File: src/rtl/ddr2_sys_st_bytes_to_packets_if.sv
// rtl/ddr2_sys_st_bytes_to_packets_if.sv - escaped byte stream in, Avalon-ST packet stream out
interface ddr2_sys_st_bytes_to_packets_if #(
  parameter int CHAN_W = 8
);
  logic              in_ready;
  logic              in_valid;
  logic [7:0]        in_data;
  logic              out_ready;
  logic              out_valid;
  logic [7:0]        out_data;
  logic              out_startofpacket;
  logic              out_endofpacket;
  logic [CHAN_W-1:0] out_channel;

  modport slave (
    output in_ready,
    input  in_valid,
    input  in_data,
    input  out_ready,
    output out_valid,
    output out_data,
    output out_startofpacket,
    output out_endofpacket,
    output out_channel
  );

  modport master (
    input  in_ready,
    output in_valid,
    output in_data,
    output out_ready,
    input  out_valid,
    input  out_data,
    input  out_startofpacket,
    input  out_endofpacket,
    input  out_channel
  );
endinterface

File: src/rtl/ddr2_sys_st_bytes_to_packets.sv
// rtl/ddr2_sys_st_bytes_to_packets.sv - decodes escaped bytes into a registered packet stream
// Optional B2P_PROTO_ERR_EN adds a proto_err pulse for SOP-inside-packet and data-outside-packet.
module ddr2_sys_st_bytes_to_packets #(
  parameter int CHAN_W = 8
) (
  input  logic clk,
  input  logic reset_n,
  ddr2_sys_st_bytes_to_packets_if.slave st
`ifdef B2P_PROTO_ERR_EN
  ,
  output logic proto_err
`endif
);
  localparam logic [7:0] SOP_B  = 8'h7A;
  localparam logic [7:0] EOP_B  = 8'h7B;
  localparam logic [7:0] CHAN_B = 8'h7C;
  localparam logic [7:0] ESC_B  = 8'h7D;

  logic              sop_pend;
  logic              eop_pend;
  logic              chan_pend;
  logic              esc_pend;
  logic [CHAN_W-1:0] chan_reg;

  logic       accept;
  logic       is_ctrl;
  logic       emit;
  logic [7:0] val;

  assign st.in_ready = !st.out_valid || st.out_ready;
  assign accept      = st.in_valid && st.in_ready;
  assign val         = esc_pend ? (st.in_data ^ 8'h20) : st.in_data;
  // An escaped byte is never a control code, even if it decodes to one.
  assign is_ctrl     = !esc_pend && (st.in_data >= SOP_B) && (st.in_data <= ESC_B);
  assign emit        = accept && !is_ctrl && !chan_pend;

  always_ff @(posedge clk or negedge reset_n) begin
    if (!reset_n) begin
      sop_pend  <= 1'b0;
      eop_pend  <= 1'b0;
      chan_pend <= 1'b0;
      esc_pend  <= 1'b0;
      chan_reg  <= '0;
    end else if (accept) begin
      if (is_ctrl) begin
        case (st.in_data)
          SOP_B: begin
            sop_pend  <= 1'b1;
            chan_pend <= 1'b0;
          end
          EOP_B: begin
            eop_pend  <= 1'b1;
            chan_pend <= 1'b0;
          end
          CHAN_B:  chan_pend <= 1'b1;
          default: esc_pend  <= 1'b1;
        endcase
      end else begin
        esc_pend <= 1'b0;
        if (chan_pend) begin
          chan_reg  <= val[CHAN_W-1:0];
          chan_pend <= 1'b0;
        end else begin
          sop_pend <= 1'b0;
          eop_pend <= 1'b0;
        end
      end
    end
  end

  always_ff @(posedge clk or negedge reset_n) begin
    if (!reset_n) begin
      st.out_valid         <= 1'b0;
      st.out_data          <= 8'h00;
      st.out_startofpacket <= 1'b0;
      st.out_endofpacket   <= 1'b0;
      st.out_channel       <= '0;
    end else if (emit) begin
      st.out_valid         <= 1'b1;
      st.out_data          <= val;
      st.out_startofpacket <= sop_pend;
      st.out_endofpacket   <= eop_pend;
      st.out_channel       <= chan_reg;
    end else if (st.out_ready) begin
      st.out_valid <= 1'b0;
    end
  end

`ifdef B2P_PROTO_ERR_EN
  logic pkt_open;

  always_ff @(posedge clk or negedge reset_n) begin
    if (!reset_n) begin
      pkt_open  <= 1'b0;
      proto_err <= 1'b0;
    end else begin
      proto_err <= (accept && is_ctrl && (st.in_data == SOP_B) && pkt_open) ||
                   (emit && !pkt_open && !sop_pend);
      if (emit) begin
        pkt_open <= (pkt_open || sop_pend) && !eop_pend;
      end
    end
  end
`endif
endmodule

File: src/flat_wrapper.sv
// flat-port wrapper written by rule: the top's interface ports become plain ports
module ddr2_sys_st_bytes_to_packets_flat 
#(
  parameter int CHAN_W = 8
)
  (clk, reset_n, st_in_ready, st_in_valid, st_in_data, st_out_ready, st_out_valid, st_out_data, st_out_startofpacket, st_out_endofpacket, st_out_channel);
  ddr2_sys_st_bytes_to_packets_if #(.CHAN_W(CHAN_W)) st_i ();
  input  logic clk;
  input  logic reset_n;
  output wire logic [$bits(st_i.in_ready)-1:0] st_in_ready;
  input wire logic [$bits(st_i.in_valid)-1:0] st_in_valid;
  input wire logic [$bits(st_i.in_data)-1:0] st_in_data;
  input wire logic [$bits(st_i.out_ready)-1:0] st_out_ready;
  output wire logic [$bits(st_i.out_valid)-1:0] st_out_valid;
  output wire logic [$bits(st_i.out_data)-1:0] st_out_data;
  output wire logic [$bits(st_i.out_startofpacket)-1:0] st_out_startofpacket;
  output wire logic [$bits(st_i.out_endofpacket)-1:0] st_out_endofpacket;
  output wire logic [$bits(st_i.out_channel)-1:0] st_out_channel;
  assign st_in_ready = st_i.in_ready;
  assign st_i.in_valid = st_in_valid;
  assign st_i.in_data = st_in_data;
  assign st_i.out_ready = st_out_ready;
  assign st_out_valid = st_i.out_valid;
  assign st_out_data = st_i.out_data;
  assign st_out_startofpacket = st_i.out_startofpacket;
  assign st_out_endofpacket = st_i.out_endofpacket;
  assign st_out_channel = st_i.out_channel;
  ddr2_sys_st_bytes_to_packets #(.CHAN_W(CHAN_W)) u_core (.clk(clk), .reset_n(reset_n), .st(st_i));
endmodule
File: config.mk
export PLATFORM = sky130hd
export DESIGN_NAME = ddr2_sys_st_bytes_to_packets_flat
export DESIGN_NICKNAME = d
export VERILOG_FILES = /design/src/rtl/ddr2_sys_st_bytes_to_packets_if.sv /design/src/rtl/ddr2_sys_st_bytes_to_packets.sv /design/src/flat_wrapper.sv
export SDC_FILE = /design/constraint.sdc
export NUM_CORES = 1
export LEC_CHECK = 0
export ABC_AREA = 0
export CORE_AREA = 2 2 61 63
export CTS_CLUSTER_DIAMETER = 200
export DETAILED_ROUTE_END_ITERATION = 7
export DIE_AREA = 0 0 63 65
export HOLD_SLACK_MARGIN = 0.12
export PLACE_DENSITY = 0.71
export SETUP_SLACK_MARGIN = 0.2
export SLEW_MARGIN = 10
export SYNTH_ARGS = -nofsm -noshare
export SYNTH_HDL_FRONTEND = slang
export SYNTH_SLANG_ARGS = --single-unit
File: constraint.sdc
create_clock -name clk -period 2.1 [get_ports clk]
set_clock_uncertainty 0.2 [all_clocks]
set_input_delay 0.42 -clock clk [delete_from_list [all_inputs] [get_ports clk]]
set_output_delay 0.42 -clock clk [all_outputs]
set_load 0.01 [all_outputs]
==> flow_summary.json <==
{
  "status": "complete, no violations",
  "finish.net_count": 162,
  "share_clk_of_total_power": 0.163,
  "drt_antenna_net_count": 0,
  "netSwitchingPower_mw": 0.5182,
  "finalWorstPathRequiredPeriod_ns": 1.924,
  "route.detailed.vias_per_inst": 4.959,
  "fillers": 288,
  "post_synth_num_cell_types": 27,
  "ys_top_cells_by_count": "sky130_fd_sc_hd__dfrtp_1 (31), sky130_fd_sc_hd__mux2_2 (13), sky130_fd_sc_hd__mux2_1 (7), sky130_fd_sc_hd__o22a_1 (7)",
  "ys_seq_elements": 31,
  "netSwitchingFraction": 0.2790,
  "portBuffers": 31,
  "ctsRootBufferMaster": "sky130_fd_sc_hd__clkbuf_4",
  "async_reset_ff_frac": 1.000,
  "tritoncts.num_buffers": 5,
  "power_frac_seq": 0.468,
  "cp_max_fo": 8,
  "ys_top_cells_by_area": "sky130_fd_sc_hd__dfrtp_1 (59%), sky130_fd_sc_hd__mux2_2 (11%), sky130_fd_sc_hd__mux2_1 (6.0%)",
  "synth.most_common_cell": "sky130_fd_sc_hd__dfrtp_1",
  "drive_above_1_share": 0.3624,
  "finalWeightedCongestion": 0.7870,
  "total_design_power_mw": 1.858,
  "grt_max_degree": 32,
  "synthDominantCellAreaShare": 0.5944,
  "synth_nets": 105,
  "finalMaxSlewViolations": 0,
  "tritoncts": "done",
  "period_share": 0.9162,
  "fp.dieW_um": 63,
  "grt_first_pass_wirelength_mm": 5.078,
  "rows": 22,
  "cts.sinks": 31,
  "area_of_the_mapped_netlist_um2": 1305,
  "drt_pre_antenna_iters": 4,
  "critPathCaptureType": "register",
  "clk_pin_slew_ns": 0.09,
  "flow.area_growth_from_synthesis_pct": 51.77,
  "worst-slew-pin-transition_ns": 0.3907,
  "clk_path_buf_depth": 2,
  "min-delay-path-class": "in2async",
  "rsz_0062_raised_after_global_routing": "true",
  "initial_utilization": 0.3733,
  "cellLeakagePower_nw": 0.9692,
  "final_hold_viol_count": 0,
  "synth_area_leader_cell": "sky130_fd_sc_hd__dfrtp_1",
  "place_hpwl_mm": 2.168,
  "total_setup_violations_reported_at_the_end_of_the_flow": 0,
  "yosysSeqAreaShare": 0.5944,
  "full_die_area_um2": 4095,
  "synth_ff_type": "sky130_fd_sc_hd__dfrtp_1",
  "diodes": 0,
  "route.final.wire_length_mm": 3.012,
  "worst_supply_voltage_drop_on_vdd_uv": 529.7,
  "power_report.internal_total_mw": 1.339,
  "average_wire_per_standard_cell_um": 15.29,
  "max-cap-violations": 0,
  "synth_enable_flop_cells": 0,
  "antenna_found_initial": 0,
  "yosys_warnings": 0,
  "timing.fmax_ghz": 0.5197,
  "timing.critical_path.required_ns": 2.11,
  "timing.critical_path.arrival_ns": 1.93,
  "grt_use_total": 0.1671,
  "core_area_um2": 3496,
  "chipHeight_um": 65,
  "synth_area_per_cell_um2": 14.03,
  "synthCells": 93,
  "clk-insertion-delay-late_ns": 0.33,
  "comb_power_share": 0.369,
  "globalRouteOverflowTotal": 0,
  "timing_worst_setup_path_type": "in2reg",
  "num_io_pins": 32,
  "drc": 0,
  "first_global_vias": 1008,
  "powerDensity_nw_per_um2": 937.9,
  "timing.max_slew.rel_slack": 0.7395,
  "reg2regPathDepth": 6,
  "first_iter_violations": 27,
  "vias": 977,
  "critPathLaunchType": "input port",
  "totalNegativeSetupSlack_ns": 0,
  "postCtsHoldBufs": 0,
  "htree_num_levels": 2
}
==> worst max-delay path: stages <==
cell	delay [ns]
sky130_fd_sc_hd__clkdlybuf4s50_1	0.52
sky130_fd_sc_hd__nor2b_2	0.07
sky130_fd_sc_hd__o22a_1	0.23
sky130_fd_sc_hd__o21bai_4	0.21
sky130_fd_sc_hd__buf_8	0.17
sky130_fd_sc_hd__mux2_4	0.31
==> power by group through the flow <==
| stage | sequential [mW] | combinational [mW] | clock, mW |
|---|---|---|---|
| after floorplan | 0.917 | 0.205 | 0 |
| after global placement | 0.872 | 0.592 | 0 |
| after detailed placement | 0.880 | 0.605 | 0 |
| after CTS | 0.875 | 0.704 | 0.310 |
| after global routing | 0.893 | 0.733 | 0.355 |
| final | 0.869 | 0.685 | 0.303 |
==> what timing repair did <==
item | CTS | global route
endpoints found under the setup margin | 22 | 30
resized for setup | 29 | 11
hold endpoints to repair | 0 | 0
pin swaps | 3 | 1
buffers inserted | 1 | 1
==> per-layer routing <==
metal  track usage  part of all wire  vias to the layer above  routed length [um]
met4       0.07500             0.012                        0                  36
met1        0.2121              0.45                      495                1355
met5             0                 0                        -                   0
met2        0.2580              0.50                       24                1494
li1              -                 -                      456                   -
met3       0.05729             0.042                        2                 125
==> area by class of cell <==
class,instances,area (um^2),share of cell area
Clock buffer,6,41.29,0.02085
Inverter,1,3.754,0.001895
Multi-Input combinational cell,58,593.1,0.2994
Sequential cell,31,775.7,0.3917
Tap cell,48,60.06,0.03032
Timing Repair Buffer,53,506.7,0.2558
==> metrics by stage <==
stage,area (um^2),cells,util,hold slack [ns],worst slack (ns)
final,1981,197,0.5666,0.2652,0.1759
after CTS,1943,196,0.5558,0.2764,0.1754
after floorplan,1313,93,-,-0.07559,0.1398
after global routing,1981,197,0.5666,0.2900,0.1311
after detailed placement,1802,189,0.5154,0.2699,-0.3294
after global placement,1802,189,0.5154,0.2636,-0.3089
==> placed cells by master, fill, tap and decap left out, drive strengths merged, types with 2 or more instances in the layout <==
master / count
a31oi: 4
mux2: 20
nand3: 2
o22a: 7
dfrtp: 31
nand2b: 3
dlygate4sd2: 5
nor2b: 2
nand2: 4
buf: 22
clkbuf: 6
o21a: 2
nor2: 3
dlymetal6s2s: 9
clkdlybuf4s50: 16
==> kinds of logic after synthesis <==
logic type	synth area share
compound gates	0.1170
xor+xnor	0.006713
buf+inv	0.02684
flops	0.5944
mux	0.1726
simple gates	0.08245
==> path summary, 6_finish.rpt <==
check                                    from                     endpoint  slack [ns]
min                                   reset_n  u_core.st.out_startofpacket        0.27
max in group asynchronous             reset_n        u_core.st.out_data[6]        1.13
max reg2reg                   u_core.esc_pend        u_core.st.out_data[2]        0.20
min in group clk           u_core.chan_reg[5]           u_core.chan_reg[5]        0.30
max                             st_in_data[0]        u_core.st.out_data[2]        0.18
min reg2reg                u_core.chan_reg[5]           u_core.chan_reg[5]        0.30
(Power assumes the default switching activity.)
